[config.mk]
export PLATFORM = sky130hd
export DESIGN_NAME = bmp_stream_loader
export DESIGN_NICKNAME = d
export VERILOG_FILES = /design/src/rtl/bmp_stream_loader.sv
export SDC_FILE = /design/constraint.sdc
export NUM_CORES = 1
export LEC_CHECK = 0
export ABC_AREA = 1
export CORE_MARGIN = 2
export CORE_UTILIZATION = 60
export DETAILED_ROUTE_END_ITERATION = 6
export GPL_TIMING_DRIVEN = 1
export PLACE_DENSITY = 0.8
export SKIP_LAST_GASP = 1
export SLEW_MARGIN = 10
export SYNTH_ARGS = -nofsm -noshare
export SYNTH_HDL_FRONTEND = slang
export SYNTH_SLANG_ARGS = --single-unit
[constraint.sdc]
create_clock -name clk_sys -period 6.9 [get_ports clk_sys]
set_input_delay 1.38 -clock clk_sys [delete_from_list [all_inputs] [get_ports clk_sys]]
set_output_delay 1.38 -clock clk_sys [all_outputs]
set_load 0.005 [all_outputs]
[src/rtl/bmp_stream_loader.sv]
// BMP byte-stream parser that writes xRGB pixels to an SDRAM word port via toggle req/ack.
// Define BMP_RGB565_EN to also accept 16bpp (RGB555 / RGB565) images.
module bmp_stream_loader #(
  parameter int ADDR_W    = 21,
  parameter int BASE_ADDR = 0,
  parameter int FB_STRIDE = 640,
  parameter int MAX_W     = 640,
  parameter int MAX_H     = 312,
  parameter int INDEX     = 1
) (
  input  logic              clk_sys,
  input  logic              reset,
  input  logic              ioctl_download,
  input  logic [7:0]        ioctl_index,
  input  logic              ioctl_wr,
  input  logic [26:0]       ioctl_addr,
  input  logic [7:0]        ioctl_dout,
  output logic              mem_req,
  input  logic              mem_ack,
  output logic [ADDR_W-1:0] mem_addr,
  output logic [31:0]       mem_d,
  output logic              busy,
  output logic              bmp_loaded,
  output logic              bmp_error,
  output logic [15:0]       img_width,
  output logic [15:0]       img_height
);

  typedef enum logic [2:0] {
    S_IDLE, S_HEADER, S_SKIP, S_PIXELS, S_DRAIN, S_DONE, S_ERROR
  } state_t;

  state_t state_q, state_d;

  logic              wr_q, dl_q;
  logic              mem_req_q;
  logic [ADDR_W-1:0] mem_addr_q;
  logic [31:0]       mem_d_q;
  logic              busy_q, loaded_q, error_q;
  logic [15:0]       img_w_q, img_h_q;

  logic              magic_ok_q;
  logic [31:0]       offset_q, width_q, height_q;
  logic [15:0]       bpp_q;
  logic [23:0]       comp_q;

  logic [31:0]       abs_h_q, x_q, row_q;
  logic              h_neg_q;
  logic [1:0]        bpb_m1_q, pad_q, bip_q, pad_left_q;
  logic              in_pad_q;
  logic [7:0]        b_q, g_q, r_q;

  logic              hold_valid_q;
  logic [ADDR_W-1:0] hold_addr_q;
  logic [31:0]       hold_data_q;

`ifdef BMP_RGB565_EN
  logic              is16_q, rgb565_q;
  logic [15:0]       p16;
`endif

  logic              byte_stb, start, dl_fall;
  logic              hdr_last, fmt_ok, hdr_ok;
  logic [31:0]       comp_full, abs_h_calc, y_calc;
  logic              rows_done, pix_act, pix_done, keep;
  logic              issue, hold_free;
  logic [7:0]        red_byte;
  logic [31:0]       pix_word;
  logic [ADDR_W-1:0] pix_addr;

  assign byte_stb   = ioctl_wr & ~wr_q;
  assign start      = ioctl_download & ~dl_q & (ioctl_index == 8'(INDEX));
  assign dl_fall    = ~ioctl_download & dl_q;

  assign hdr_last   = (state_q == S_HEADER) && byte_stb && (ioctl_addr == 27'd33);
  assign comp_full  = {ioctl_dout, comp_q};
  assign abs_h_calc = height_q[31] ? (~height_q + 32'd1) : height_q;
  assign hdr_ok     = magic_ok_q && fmt_ok && (width_q != 32'd0) && (height_q != 32'd0) &&
                      (offset_q >= 32'd34);

  always_comb begin
    fmt_ok = 1'b0;
    if ((bpp_q == 16'd24 || bpp_q == 16'd32) && comp_full == 32'd0) fmt_ok = 1'b1;
`ifdef BMP_RGB565_EN
    if (bpp_q == 16'd16 && (comp_full == 32'd0 || comp_full == 32'd3)) fmt_ok = 1'b1;
`endif
  end

  // The byte sitting exactly at the data offset is already the first pixel byte.
  assign rows_done = (row_q == abs_h_q);
  assign pix_act   = byte_stb && !rows_done &&
                     ((state_q == S_SKIP && {5'd0, ioctl_addr} == offset_q) || state_q == S_PIXELS);
  assign pix_done  = pix_act && !in_pad_q && (bip_q == bpb_m1_q);
  assign y_calc    = h_neg_q ? row_q : (abs_h_q - 32'd1 - row_q);
  assign keep      = pix_done && (x_q < 32'(MAX_W)) && (y_calc < 32'(MAX_H));
  assign pix_addr  = ADDR_W'(32'(BASE_ADDR) + y_calc * 32'(FB_STRIDE) + x_q);

  assign issue     = hold_valid_q && (mem_req_q == mem_ack);
  assign hold_free = !hold_valid_q || issue;

  always_comb begin
    red_byte = (bip_q == 2'd2) ? ioctl_dout : r_q;
    pix_word = {8'h00, red_byte, g_q, b_q};
`ifdef BMP_RGB565_EN
    p16 = {ioctl_dout, b_q};
    if (is16_q) begin
      if (rgb565_q)
        pix_word = {8'h00, p16[15:11], p16[15:13], p16[10:5], p16[10:9], p16[4:0], p16[4:2]};
      else
        pix_word = {8'h00, p16[14:10], p16[14:12], p16[9:5], p16[9:7], p16[4:0], p16[4:2]};
    end
`endif
  end

  // A byte in the same cycle as the download fall is handled first, so the fall acts on its result.
  always_comb begin
    state_d = state_q;
    case (state_q)
      S_HEADER: if (hdr_last) state_d = hdr_ok ? S_SKIP : S_ERROR;
      S_SKIP:   if (pix_act) state_d = S_PIXELS;
      S_DRAIN:  if (!hold_valid_q && mem_req_q == mem_ack) state_d = S_DONE;
      default:  state_d = state_q;
    endcase
    if (dl_fall) begin
      if (state_d == S_HEADER) state_d = S_ERROR;
      else if (state_d == S_SKIP || state_d == S_PIXELS) state_d = S_DRAIN;
    end
    if (start) state_d = S_HEADER;
  end

  always_ff @(posedge clk_sys) begin
    if (reset) begin
      state_q      <= S_IDLE;
      wr_q         <= ioctl_wr;
      dl_q         <= ioctl_download;
      mem_req_q    <= mem_ack;
      mem_addr_q   <= '0;
      mem_d_q      <= '0;
      busy_q       <= 1'b0;
      loaded_q     <= 1'b0;
      error_q      <= 1'b0;
      img_w_q      <= '0;
      img_h_q      <= '0;
      magic_ok_q   <= 1'b0;
      offset_q     <= '0;
      width_q      <= '0;
      height_q     <= '0;
      bpp_q        <= '0;
      comp_q       <= '0;
      abs_h_q      <= '0;
      x_q          <= '0;
      row_q        <= '0;
      h_neg_q      <= 1'b0;
      bpb_m1_q     <= '0;
      pad_q        <= '0;
      bip_q        <= '0;
      pad_left_q   <= '0;
      in_pad_q     <= 1'b0;
      b_q          <= '0;
      g_q          <= '0;
      r_q          <= '0;
      hold_valid_q <= 1'b0;
      hold_addr_q  <= '0;
      hold_data_q  <= '0;
`ifdef BMP_RGB565_EN
      is16_q       <= 1'b0;
      rgb565_q     <= 1'b0;
`endif
    end else begin
      wr_q    <= ioctl_wr;
      dl_q    <= ioctl_download;
      state_q <= state_d;
      busy_q  <= (state_d == S_HEADER) || (state_d == S_SKIP) || (state_d == S_PIXELS);

      if (start) begin
        loaded_q <= 1'b0;
        error_q  <= 1'b0;
      end

      // Multi-byte header fields are shifted in from the top, yielding little-endian order.
      if (state_q == S_HEADER && byte_stb) begin
        if (ioctl_addr == 27'd0) magic_ok_q <= (ioctl_dout == 8'h42);
        if (ioctl_addr == 27'd1) magic_ok_q <= magic_ok_q && (ioctl_dout == 8'h4D);
        if (ioctl_addr >= 27'd10 && ioctl_addr <= 27'd13) offset_q <= {ioctl_dout, offset_q[31:8]};
        if (ioctl_addr >= 27'd18 && ioctl_addr <= 27'd21) width_q  <= {ioctl_dout, width_q[31:8]};
        if (ioctl_addr >= 27'd22 && ioctl_addr <= 27'd25) height_q <= {ioctl_dout, height_q[31:8]};
        if (ioctl_addr >= 27'd28 && ioctl_addr <= 27'd29) bpp_q    <= {ioctl_dout, bpp_q[15:8]};
        if (ioctl_addr >= 27'd30 && ioctl_addr <= 27'd32) comp_q   <= {ioctl_dout, comp_q[23:8]};
      end

      if (hdr_last && hdr_ok) begin
        abs_h_q    <= abs_h_calc;
        h_neg_q    <= height_q[31];
        bpb_m1_q   <= (bpp_q == 16'd32) ? 2'd3 : (bpp_q == 16'd24) ? 2'd2 : 2'd1;
        pad_q      <= (bpp_q == 16'd24) ? width_q[1:0] :
                      (bpp_q == 16'd32) ? 2'd0 : {width_q[0], 1'b0};
        img_w_q    <= (width_q[31:16] != 16'd0) ? 16'hFFFF : width_q[15:0];
        img_h_q    <= (abs_h_calc[31:16] != 16'd0) ? 16'hFFFF : abs_h_calc[15:0];
        x_q        <= '0;
        row_q      <= '0;
        bip_q      <= '0;
        in_pad_q   <= 1'b0;
`ifdef BMP_RGB565_EN
        is16_q     <= (bpp_q == 16'd16);
        rgb565_q   <= (comp_full == 32'd3);
`endif
      end

      if (pix_act) begin
        if (in_pad_q) begin
          if (pad_left_q == 2'd1) begin
            in_pad_q <= 1'b0;
            row_q    <= row_q + 32'd1;
          end
          pad_left_q <= pad_left_q - 2'd1;
        end else begin
          case (bip_q)
            2'd0:    b_q <= ioctl_dout;
            2'd1:    g_q <= ioctl_dout;
            2'd2:    r_q <= ioctl_dout;
            default: ;
          endcase
          if (bip_q == bpb_m1_q) begin
            bip_q <= 2'd0;
            if (x_q == width_q - 32'd1) begin
              x_q <= '0;
              if (pad_q == 2'd0) begin
                row_q <= row_q + 32'd1;
              end else begin
                in_pad_q   <= 1'b1;
                pad_left_q <= pad_q;
              end
            end else begin
              x_q <= x_q + 32'd1;
            end
          end else begin
            bip_q <= bip_q + 2'd1;
          end
        end
      end

      // Holding register refills in the same cycle it hands off to the write port.
      if (keep) begin
        if (hold_free) begin
          hold_valid_q <= 1'b1;
          hold_addr_q  <= pix_addr;
          hold_data_q  <= pix_word;
        end else begin
          error_q <= 1'b1;
        end
      end else if (issue) begin
        hold_valid_q <= 1'b0;
      end

      if (issue) begin
        mem_req_q  <= ~mem_req_q;
        mem_addr_q <= hold_addr_q;
        mem_d_q    <= hold_data_q;
      end

      if (state_d == S_ERROR && state_q != S_ERROR) begin
        error_q  <= 1'b1;
        loaded_q <= 1'b0;
      end
      if (state_q == S_DRAIN && state_d == S_DONE) loaded_q <= !error_q;
    end
  end

  assign mem_req    = mem_req_q;
  assign mem_addr   = mem_addr_q;
  assign mem_d      = mem_d_q;
  assign busy       = busy_q;
  assign bmp_loaded = loaded_q;
  assign bmp_error  = error_q;
  assign img_width  = img_w_q;
  assign img_height = img_h_q;

endmodule
==> metrics.log <==
[metrics] # setup viols final: 0
[metrics] I/O pin count: 137
[metrics] final antenna-violating net count: 0
[metrics] buffering stage count on the worst path with inverters included: 3
[metrics] number of buffers added to fix hold violations after cts: 0
[metrics] transition at the pin with the smallest max-transition slack: 1.21 ns
[metrics] max cap viols: 0
[metrics] most common cell after layout, fill and taps aside: nand2_1
[metrics] synthesis-stage register bit count: 399
[metrics] final count of hold timing violations: 0
[metrics] total global routing track utilization: 36.5%
[metrics] cell chosen for the clock root: clkbuf_16
[metrics] highest fanout seen on the critical path: 6
[metrics] FFs w/ async S/R, synth: 0%
[metrics] area of the die: 44,800 um2
[metrics] Std-Cell Core Area: 42,900 um2
[metrics] Pins Over Slew Limit: 0
[metrics] sequential area share after synthesis: 30.9%
[metrics] Die Height: 212 um
[metrics] net total in the final layout: 4,265
[metrics] violations in the final reports: design-rule violations
[metrics] buffers added on ports: 128
[metrics] global-route congestion overflow total: 0
[metrics] buffer levels on the longest clock path: 3
[metrics] post-synthesis cell area: 25,900 um2
[metrics] Synth warnings: 0
[metrics] DR pass1 iterations: 7
[metrics] number of distinct standard cells referenced by the synthesized netlist: 61
[metrics] Main synth FF type: dfxtp_1
[metrics] cell internal power dissipation: 3880 uW
[metrics] kind of cell adding the most delay to the critical path: adder cells
[metrics] number of enable-type register cells in the synthesized netlist: 1
[metrics] delay of the slowest cell on the worst path: 0.45 ns
[metrics] critical path type: flip-flop to flip-flop
[metrics] total negative slack for setup checks: 0 ns
[metrics] detailed-route vias per instance: 5.72
[metrics] clock period minus worst slack: 5.08 ns
[metrics] wire length of the first global-routing pass: 131 mm
[metrics] starting density of the core: 60.4%
[metrics] start point of the worst min-delay path: mem_addr[17]$_SDFFE_PP0P_
[metrics] worst slack, placed: 1.87 ns
[metrics] share of total power in sequential cells: 45.9%
[metrics] synthesis-to-layout area growth: 11.5%
[metrics] post-layout instance count excluding filler cells: 4,761
[metrics] number of DRC markers in iteration 0: 2,943
[metrics] origin of the worst setup path: row_q[0]$_SDFF_PP0_
[metrics] RSZ-0062 raised after global routing: false
[metrics] post-DR wirelength/cell: 17.2 um
[metrics] antenna violations before repair: 1
[metrics] WL final: 82.0 mm
[metrics] logic gate share of total power: 3.5%
[metrics] Slew Limit Headroom: 19.2%
[metrics] slowest cell on the critical path: fa_1
[metrics] reported leakage power: 0.0133 uW
[metrics] Die Wd: 212 um
[metrics] number of buffers created by CTS: 43
[metrics] most used cell along the critical path: nand2_1
[metrics] final weighted congestion in routability-driven placement: 1.04
[metrics] Hold Crit Class: flip-flop to flip-flop
[metrics] number of setup buffers added after CTS: 0
[metrics] Row Count: 76
[metrics] Cells after DPL: 4,681
[metrics] worst voltage drop across the vdd grid: 0.200 mV
[metrics] largest net degree at the start of global routing: 92
[metrics] Achievable Freq: 197 MHz
[metrics] element type at the critical path end: flip-flop
[metrics] Post-Syn Area per Cell: 6.28 um2
[metrics] crit path DAT: 5.55 ns
[metrics] H-Tree Level Count: 2
[metrics] DRC errors left: 1
[metrics] clock net sink count: 399
[metrics] power density over the cells: 174 nW/um2
[metrics] CTS tree: done
[metrics] startpoint of the worst register-to-register path: row_q[0]$_SDFF_PP0_
[metrics] Startpoint Class: flip-flop
[metrics] hold slack: 0.459 ns
[metrics] DP HPWL: 59.4 mm
[metrics] routed via count: 27.2k
[metrics] share of total power in the clock network: 50.7%
[metrics] most frequent cells in the layout: nand2_1 (935), inv_1 (604), nor2_1 (499)
[metrics] post-route core utilization: 67.3%
[metrics] total net switching power: 1150 uW
[metrics] number of standard cells after synthesis: 4,123
[metrics] clock latency reported for the late side of the worst-skew pair: 0.58 ns
[metrics] share of layout cells above drive strength 1: 3.83%
[metrics] Req. time, crit path: 7.37 ns
[metrics] vias in the first global route: 24.5k
[metrics] final cycle utilization of the critical path: 73.7%
[metrics] status: finished, violations left
[metrics] worst-case clock skew: 0.0195 ns
[metrics] switching share of power: 22.9%
[metrics] number of gates given a new drive strength after cts: 0
[metrics] setup ws final: 1.82 ns
[metrics] clock-pin transition on the worst setup and hold timing paths: 0.06 ns
metrics by stage:
stage | cell area [um2] | power [uW]
2_1_floorplan | 25900 | 2460
3_3_place_gp | 27300 | 2530
3_5_place_dp | 27300 | 2530
4_1_cts | 28900 | 5050
5_1_grt | 28900 | 5150
6_report | 28900 | 5030
synth_stat cells, types with 3 or more instances:
library cell,instances,area share (%)
nor4_1,46,1.1
inv_1,605,8.8
nor3_1,100,1.9
or2_2,11,0.27
buf_1,17,0.25
xnor3_1,3,0.26
clkinv_1,7,0.10
dfxtp_1,398,31
nand3_4,3,0.20
clkbuf_1,123,1.8
o31ai_1,4,0.12
nor2_4,3,0.13
ha_1,73,3.5
inv_2,7,0.10
nor2_2,9,0.22
nand3b_1,14,0.41
nor2_1,501,7.3
o221ai_1,12,0.41
buf_4,12,0.35
a211o_1,3,0.10
nand2_1,935,14
nand2_2,5,0.12
a31oi_1,4,0.097
fa_1,3,0.23
o211ai_1,11,0.32
a211oi_1,80,2.3
nand3_1,276,5.3
xnor2_1,24,0.81
xor2_1,102,3.4
o21ai_0,211,4.1
o21bai_1,7,0.20
buf_2,29,0.56
nand4_1,145,3.5
buf_6,8,0.35
a21oi_1,299,5.8
kinds of logic after synthesis:
family                   after synthesis  synth area share (%)
adder cells (fa/ha/maj)               76                  3.76
XOR/XNOR                             129                  4.52
AO/OA/AOI/OAI                        647                  13.9
other                                  1                0.0145
flip-flops                           399                  30.9
buffers and inverters                808                  12.3
AND/OR/NAND/NOR                     2063                  34.7
layout make-up:
cell class | instances | area [um2]
Clock buffer | 55 | 1210
Sequential cell | 399 | 8000
Tap cell | 585 | 732
Clock inverter | 24 | 327
Timing Repair Buffer | 155 | 1490
Multi-Input combinational cell | 2923 | 14800
Inverter | 619 | 2330
Antenna cell | 1 | 2.50
Fill cell | 3927 | 14000
sequential cells by signal, indices dropped and copies added, names as in the netlist, 3 cells and up:
name	cells
abs_h_q	32
b_q	8
bpp_q	16
comp_q	24
g_q	8
height_q	32
hold_addr_q	21
hold_data_q	24
img_height	16
img_width	16
mem_addr	21
mem_d	24
offset_q	32
r_q	8
row_q	32
state_q	3
width_q	32
x_q	32
worst register-to-register path: cells and delay by family, from the launching register on:
kind            cells  cell delay (ns)
xor+xnor            2             0.31
compound gates      5             0.86
simple gates       15             1.53
flops               1             0.41
buf+inv             3             0.21
fa+ha+maj           5             1.67
power by group through the flow:
stage | sequential (uW) | clock, uW | combinational (uW)
floorplan | 2360 | 0 | 96.7
global placement | 2360 | 0 | 170
detailed placement | 2360 | 0 | 171
CTS | 2310 | 2570 | 172
global route | 2310 | 2660 | 188
finish | 2310 | 2550 | 174
final timing paths:
check                                                     to  depth (start not counted)  slack (ns)
worst max-delay path            hold_addr_q[19]$_SDFFE_PP0P_                         30        1.82
worst min-delay path               mem_addr[17]$_SDFFE_PP0P_                          2        0.46
worst max register to register  hold_addr_q[19]$_SDFFE_PP0P_                         30        1.82
worst min register to register     mem_addr[17]$_SDFFE_PP0P_                          2        0.46
layer usage:
metal | track usage, % | vias to the layer above | wire length [um]
met5 | 0 | - | 0
met2 | 56.9 | 1289 | 36100
met3 | 6.08 | 217 | 7590
li1 | - | 13400 | -
met4 | 15.0 | 0 | 3300
met1 | 50.1 | 12300 | 35100
Note: power is estimated with default switching activity, not from simulation.
